### src/rtl/du_pkg.sv
// du_pkg: framing bytes, mode codes and sender state encoding shared by the debug-unit master, loader and sender.
// The CHK state exists only when DU_REGS_CHKSUM_EN is defined.
package du_pkg;

    localparam logic [7:0] ACK = 8'h05;
    localparam logic [7:0] NAK = 8'h15;
    localparam logic [7:0] SOT = 8'h01;
    localparam logic [7:0] EOT = 8'h04;

    localparam logic [7:0] CONT = 8'h01;
    localparam logic [7:0] STEP = 8'h02;

    typedef enum logic [2:0] {
        S_IDLE  = 3'd0,
        S_SOT   = 3'd1,
        S_RD    = 3'd2,
        S_LATCH = 3'd3,
        S_BYTE  = 3'd4,
`ifdef DU_REGS_CHKSUM_EN
        S_CHK   = 3'd5,
`endif
        S_EOT   = 3'd6,
        S_DONE  = 3'd7
    } sender_state_t;

endpackage

### src/rtl/du_byte_serializer.sv
// du_byte_serializer: holds one NB_WORD word and hands it out low byte first,
// advancing only when the consumer accepts the current byte (i_shift).
module du_byte_serializer #(
    parameter int NB_WORD = 32,
    parameter int NB_BYTE = 8
) (
    input  logic               clk,
    input  logic               i_rst_n,
    input  logic               i_clear,
    input  logic               i_load,
    input  logic               i_shift,
    input  logic [NB_WORD-1:0] i_word,
    output logic [NB_BYTE-1:0] o_byte,
    output logic               o_last
);

    localparam int N_BYTES = NB_WORD / NB_BYTE;
    localparam int NB_IDX  = (N_BYTES > 1) ? $clog2(N_BYTES) : 1;

    logic [NB_WORD-1:0] shreg;
    logic [NB_IDX-1:0]  byte_idx;

    always_ff @(posedge clk or negedge i_rst_n) begin
        if (!i_rst_n) begin
            shreg    <= '0;
            byte_idx <= '0;
        end else if (i_clear) begin
            shreg    <= '0;
            byte_idx <= '0;
        end else if (i_load) begin
            shreg    <= i_word;
            byte_idx <= '0;
        end else if (i_shift) begin
            shreg    <= shreg >> NB_BYTE;
            byte_idx <= byte_idx + NB_IDX'(1);
        end
    end

    assign o_byte = shreg[NB_BYTE-1:0];
    assign o_last = (byte_idx == NB_IDX'(N_BYTES - 1));

endmodule

### src/rtl/du_regs_sender.sv
// du_regs_sender: streams every register-file entry as SOT, little-endian data bytes, EOT into the UART Tx FIFO.
// Define DU_REGS_CHKSUM_EN to insert an XOR checksum byte of the data bytes just before EOT.
module du_regs_sender
    import du_pkg::*;
#(
    parameter int NB_REG       = 32,
    parameter int N_REGS       = 32,
    parameter int NB_ADDR      = 5,
    parameter int NB_UART_DATA = 8
) (
    input  logic                    clk,
    input  logic                    i_rst_n,
    input  logic                    i_start,
    input  logic [NB_REG-1:0]       i_reg_data,
    input  logic                    i_tx_full,
    output logic [NB_ADDR-1:0]      o_reg_addr,
    output logic                    o_wr,
    output logic [NB_UART_DATA-1:0] o_wdata,
    output logic                    o_tx_start,
    output logic                    o_done
);

    sender_state_t           state;
    logic                    wr_state;
    logic                    abort;
    logic                    last_reg;
    logic                    ser_last;
    logic [NB_UART_DATA-1:0] ser_byte;
`ifdef DU_REGS_CHKSUM_EN
    logic [NB_UART_DATA-1:0] chksum;
`endif

    // Master leaving its send state mid-frame abandons the frame; DONE waits for the fall itself.
    assign abort    = !i_start && (state != S_IDLE) && (state != S_DONE);
    assign last_reg = (o_reg_addr == NB_ADDR'(N_REGS - 1));

    du_byte_serializer #(
        .NB_WORD (NB_REG),
        .NB_BYTE (NB_UART_DATA)
    ) u_serializer (
        .clk     (clk),
        .i_rst_n (i_rst_n),
        .i_clear (abort || (state == S_IDLE)),
        .i_load  (state == S_LATCH),
        .i_shift ((state == S_BYTE) && !i_tx_full),
        .i_word  (i_reg_data),
        .o_byte  (ser_byte),
        .o_last  (ser_last)
    );

    always_comb begin
        wr_state = 1'b0;
        o_wdata  = '0;
        case (state)
            S_SOT: begin
                wr_state = 1'b1;
                o_wdata  = NB_UART_DATA'(SOT);
            end
            S_BYTE: begin
                wr_state = 1'b1;
                o_wdata  = ser_byte;
            end
`ifdef DU_REGS_CHKSUM_EN
            S_CHK: begin
                wr_state = 1'b1;
                o_wdata  = chksum;
            end
`endif
            S_EOT: begin
                wr_state = 1'b1;
                o_wdata  = NB_UART_DATA'(EOT);
            end
            default: ;
        endcase
    end

    assign o_wr       = wr_state && !i_tx_full;
    assign o_tx_start = o_wr;
    assign o_done     = (state == S_DONE);

    // Every write state holds until the FIFO has room, so a full cycle never loses or repeats a byte.
    always_ff @(posedge clk or negedge i_rst_n) begin
        if (!i_rst_n) begin
            state      <= S_IDLE;
            o_reg_addr <= '0;
`ifdef DU_REGS_CHKSUM_EN
            chksum     <= '0;
`endif
        end else if (abort) begin
            state      <= S_IDLE;
            o_reg_addr <= '0;
        end else begin
            case (state)
                S_IDLE: begin
                    o_reg_addr <= '0;
`ifdef DU_REGS_CHKSUM_EN
                    chksum     <= '0;
`endif
                    if (i_start) state <= S_SOT;
                end
                S_SOT: begin
                    if (!i_tx_full) begin
                        o_reg_addr <= '0;
                        state      <= S_RD;
                    end
                end
                S_RD:    state <= S_LATCH;
                S_LATCH: state <= S_BYTE;
                S_BYTE: begin
                    if (!i_tx_full) begin
`ifdef DU_REGS_CHKSUM_EN
                        chksum <= chksum ^ ser_byte;
`endif
                        if (ser_last) begin
                            if (last_reg) begin
`ifdef DU_REGS_CHKSUM_EN
                                state <= S_CHK;
`else
                                state <= S_EOT;
`endif
                            end else begin
                                o_reg_addr <= o_reg_addr + NB_ADDR'(1);
                                state      <= S_RD;
                            end
                        end
                    end
                end
`ifdef DU_REGS_CHKSUM_EN
                S_CHK: begin
                    if (!i_tx_full) state <= S_EOT;
                end
`endif
                S_EOT: begin
                    if (!i_tx_full) state <= S_DONE;
                end
                S_DONE: begin
                    if (!i_start) state <= S_IDLE;
                end
                default: state <= S_IDLE;
            endcase
        end
    end

endmodule

### config.mk
export PLATFORM = sky130hd
export DESIGN_NAME = du_regs_sender
export DESIGN_NICKNAME = d
export VERILOG_FILES = /design/src/rtl/du_pkg.sv /design/src/rtl/du_byte_serializer.sv /design/src/rtl/du_regs_sender.sv
export SDC_FILE = /design/constraint.sdc
export NUM_CORES = 1
export LEC_CHECK = 0
export ABC_CLOCK_PERIOD_IN_PS = 1900
export BUFFER_PORTS_ARGS = -buffer_cell sky130_fd_sc_hd__buf_2
export CORE_MARGIN = 1.5
export CORE_UTILIZATION = 35
export CTS_CLUSTER_DIAMETER = 30
export DETAILED_ROUTE_END_ITERATION = 10
export PLACE_DENSITY = 0.69
export SYNTH_ARGS = -nofsm -noshare
export SYNTH_HDL_FRONTEND = slang
export SYNTH_SLANG_ARGS = --single-unit
### constraint.sdc
create_clock -name clk -period 1.9 [get_ports clk]
set_input_delay 0.19 -clock clk [delete_from_list [all_inputs] [get_ports clk]]
set_output_delay 0.19 -clock clk [all_outputs]
set_load 0.02 [all_outputs]
==> flow_results.org <==
** Setup path
- Arr. time, crit path :: 2.09 ns
- Counting cells, the worst reg-to-reg path comes to 7.
- Data required time of the worst path :: 2.10 ns
- Endpoint of the worst setup timing path :: o_reg_addr[3]
- The worst setup path is captured at a register.
- STA classifies the critical path startpoint as a register.
- The endpoint identified for the worst register-to-register timing path is o_reg_addr[3].
- The worst setup path is of the reg2reg kind.
- The most critical setup path has its startpoint at o_reg_addr[1].
- CP max FO :: 4
- Critical R2R Launch :: o_reg_addr[1]
- Reg2reg setup slack :: 0.008 ns

** Pwr
- Power spread over the standard cell area amounts to 731 nW/um^2.
- The analysis attributes to cell leakage a power of 1.41 nW.
- VDD sags by at most 0.000506 V.

** Synthesis
- Number of warnings printed during yosys synthesis :: 0
- Most repeated cell in the gate-level netlist after synthesis :: sky130_fd_sc_hd__dfrtp_1
- Combinational family with the most area after synthesis :: compound AO/OA/AOI/OAI gates
- Average cell area after synthesis :: 10.3 um^2
- Of the total synthesized cell area, the portion taken by AND, OR, NAND and NOR gates is 0.153.
- Counting every instance in the synthesized netlist gives 210.
- The complex-gate fraction of the synthesized area is 0.194.
- Among all flip-flop cells after synthesis, the most frequent one is sky130_fd_sc_hd__dfrtp_1.
- The synthesized design spends more area on one cell type than any other, namely sky130_fd_sc_hd__dfrtp_1.
- Multiplexer share of the synthesized area :: 0.0887
- After synthesis the cells add up to 2160 um^2.
- Share of the yosys chip area belonging to registers :: 0.487
- The synthesized netlist contains 37 unique library cells.
- Net count of the mapped netlist :: 249
- Yosys attributes the largest share of cell area to sky130_fd_sc_hd__dfrtp_1 (49%), sky130_fd_sc_hd__mux2i_1 (8.4%), sky130_fd_sc_hd__nand2_1 (4.9%).
- Counting flops with an async set or reset pin after synthesis yields a share of 1.00.
- After synthesis the netlist holds a flip-flop and latch count of 42.
- Of the total synthesized cell area, the portion taken by XOR and XNOR cells is 0.00812.
- Of the total synthesized cell area, the portion taken by full adders, half adders and majority gates is 0.0174.
- Proportion of netlist area held by the largest area contributor :: 0.487
- The synthesized design contains 0 enable-type register cells.
- Sorting the synthesized cells by how often they occur yields sky130_fd_sc_hd__dfrtp_1 (42), sky130_fd_sc_hd__nand2_1 (28), sky130_fd_sc_hd__o21ai_0 (21).

** GRT
- The via count of the first global-routing pass is 1703.
- In the global route stage, overall resource usage came out at 0.161.
- Largest net degree at the start of global routing :: 40
- First-pass GRT wire length :: 8040 um
- The total overflow left after global routing is 0.
- The number of antenna violations at the first check in global routing was 0.

** Route
- The pre-antenna-repair detailed-routing pass consisted of 4 iterations.
- Vias/cell :: 4.95
- After detailed routing, the average wire length per cell comes to 13.7 um.
- DRC violation count after routing :: 0
- Detailed-route wire length :: 4700 um
- Number of violations reported at the end of detailed-routing iteration 0 :: 137
- The detail route stage leaves a number of antenna-violating nets equal to 0.
- The detailed router placed 1702 vias in this run.

** Clocking
- The root buffer cell chosen for the clock tree is sky130_fd_sc_hd__clkbuf_8.
- Clock Pin Slew Worst Setup and Hold Paths :: 0.08 ns
- Worst skew pair latency :: 0.30 ns
- Clock tree from TritonCTS :: done
- The clock net in this run drives a total of 42 sinks.
- No sink is reached through more buffers than the 2 on the longest clock path.
- H-Tree Depth :: 2
- Total clock buffers created by CTS :: 5

** Timing
- For the finished layout, the period the worst path requires is 1.89 ns.
- Total setup violations reported at the end of the flow :: 0
- Clock Skew :: 0.00371 ns
- The max-slew violation count is 0.
- Maximum clock frequency :: 0.528 GHz
- Setup repair after global routing could not meet its margin everywhere.
- Slew Limit Headroom :: 0.620
- Worst-case hold slack :: 0.0980 ns
- The number of failing hold endpoints at the final stage was 0.
- Tcrit/Tclk final :: 0.996
- At the pin with the least slew margin, the transition time is 0.570 ns.

** Die
- Core Footprint :: 5920 um^2
- The floorplan step defined a die boundary enclosing 6640 um^2.
- 52 I/O pins were placed.
- Width of the die :: 81.5 um
- The die is 81.5 um tall.
- The floorplan has 28 rows.
- For this configuration, the core starts out at a cell density of 0.364.

** Status
- The flow ran to the end, and the final reports show no timing, DRC or antenna violations.

** Layout
- Of the cells placed in the final design, the portion with a size suffix greater than 1 is 0.335.
- # diodes :: 0
- Counting the fill cells in the layout gives 560.
- At the end of the flow the core is filled with cells to 0.455.
- From synthesis to final layout, the design area changed by 25.0%.
- The final layout contains 307 nets.

** Placement
- The congestion estimate from routability-driven global placement came to 0.796.
- Once detailed placement completed, the half-perimeter wirelength came to 3400 um.
- Count of input and output buffers :: 51

** Worst hold path
- Worst min-delay path category :: in2reg
- Startpoint of the most critical hold path :: i_reg_data[27]

** Run
- The tool flagged a number of max-cap violations equal to 0.
==> power by group <==
group          total (W)  switching [W]  leakage (nW)  internal (W)
Combinational   0.000326       0.000191         0.775      0.000135
Sequential      0.000930      0.0000217         0.579      0.000909
Clock           0.000715       0.000322        0.0585      0.000394
==> final cells by class <==
class | count | area [um^2] | share of cell area
inverters | 4 | 15.0 | 0.00557
well taps | 75 | 93.8 | 0.0348
clock buffers | 5 | 68.8 | 0.0255
multi-input cells | 149 | 1040 | 0.385
repair buffers | 66 | 383 | 0.142
flip-flops and latches | 42 | 1050 | 0.391
clock inverters | 3 | 43.8 | 0.0162
==> cell usage in the layout, fill, tap and decap left out, types with 2 or more instances in the layout <==
| cell | n |
|---|---|
| sky130_fd_sc_hd__nor3_2 | 2 |
| sky130_fd_sc_hd__o21ai_1 | 9 |
| sky130_fd_sc_hd__inv_1 | 4 |
| sky130_fd_sc_hd__and2_1 | 7 |
| sky130_fd_sc_hd__ha_4 | 2 |
| sky130_fd_sc_hd__xor2_1 | 2 |
| sky130_fd_sc_hd__buf_4 | 13 |
| sky130_fd_sc_hd__nand2_1 | 28 |
| sky130_fd_sc_hd__dfrtp_2 | 3 |
| sky130_fd_sc_hd__a21oi_1 | 8 |
| sky130_fd_sc_hd__nor2b_1 | 2 |
| sky130_fd_sc_hd__dfrtp_1 | 39 |
| sky130_fd_sc_hd__nor2_1 | 11 |
| sky130_fd_sc_hd__buf_2 | 51 |
| sky130_fd_sc_hd__clkbuf_8 | 5 |
| sky130_fd_sc_hd__a22oi_1 | 7 |
| sky130_fd_sc_hd__o21ai_0 | 21 |
| sky130_fd_sc_hd__mux2i_1 | 18 |
| sky130_fd_sc_hd__a22o_1 | 12 |
==> per-layer routing <==
| layer | wire length [um] | track usage |
|---|---|---|
| met5 | 0 | 0 |
| met4 | 88 | 0.0672 |
| met3 | 197 | 0.0400 |
| met2 | 2250 | 0.268 |
| met1 | 2160 | 0.197 |
==> through the flow <==
step	setup WS [ns]	instance area, um^2	setup TNS (ns)	power [W]	instances
final	0.00772	2700	0	0.00197	344
after global routing	-0.0498	2700	-0.0498	0.00207	344
after CTS	0.00152	2690	0	0.00200	343
after detailed placement	-0.0180	2560	-0.0367	0.00127	334
after global placement	0.0277	2560	0	0.00127	334
after floorplan	-0.0379	2200	-0.0379	0.00116	210
==> worst max-delay path, cell delays in order, from the launching register on <==
cell,delay [ns]
sky130_fd_sc_hd__dfrtp_2,0.43
sky130_fd_sc_hd__ha_4,0.17
sky130_fd_sc_hd__and3_4,0.19
sky130_fd_sc_hd__ha_4,0.17
sky130_fd_sc_hd__nor4b_4,0.29
sky130_fd_sc_hd__o32ai_2,0.14
sky130_fd_sc_hd__a31o_2,0.23
sky130_fd_sc_hd__a22o_1,0.17
==> registers in the layout, indices dropped and copies added, names as in the netlist <==
register and flops:
u_serializer.shreg 32, o_reg_addr 5, state 3, u_serializer.byte_idx 2
==> cell families (layout without fill, tap and decap cells) <==
group,count (synthesis),count (layout)
AOI/OAI and AO/OA,64,64
xor gates and xnor gates,2,2
and+or+nand+nor,61,61
muxes,19,19
DFF,42,42
buffers and inverters,19,78
adders and majority gates,3,3
==> repair_timing <==
action | CTS | global route
gates resized for setup | 2 | 0
hold endpoints to repair | 15 | 0
setup endpoints to repair | 9 | 7
gates cloned | 0 | 0
hold buffers | 1 | 0
pin swaps | 2 | 1
setup buffers | 0 | 1
==> worst min-delay path by stage <==
stage	end	slack [ns]	cells past startpoint
6_report	u_serializer.shreg[27]	0.1	2
5_1_grt	u_serializer.shreg[27]	0.09	2
4_1_cts	u_serializer.shreg[27]	0.09	2
3_5_place_dp	u_serializer.shreg[31]	0.13	1
3_3_place_gp	u_serializer.shreg[30]	0.12	1
2_1_floorplan	o_reg_addr[0]	-0.11	0
Note: power is estimated with default switching activity, not from simulation.
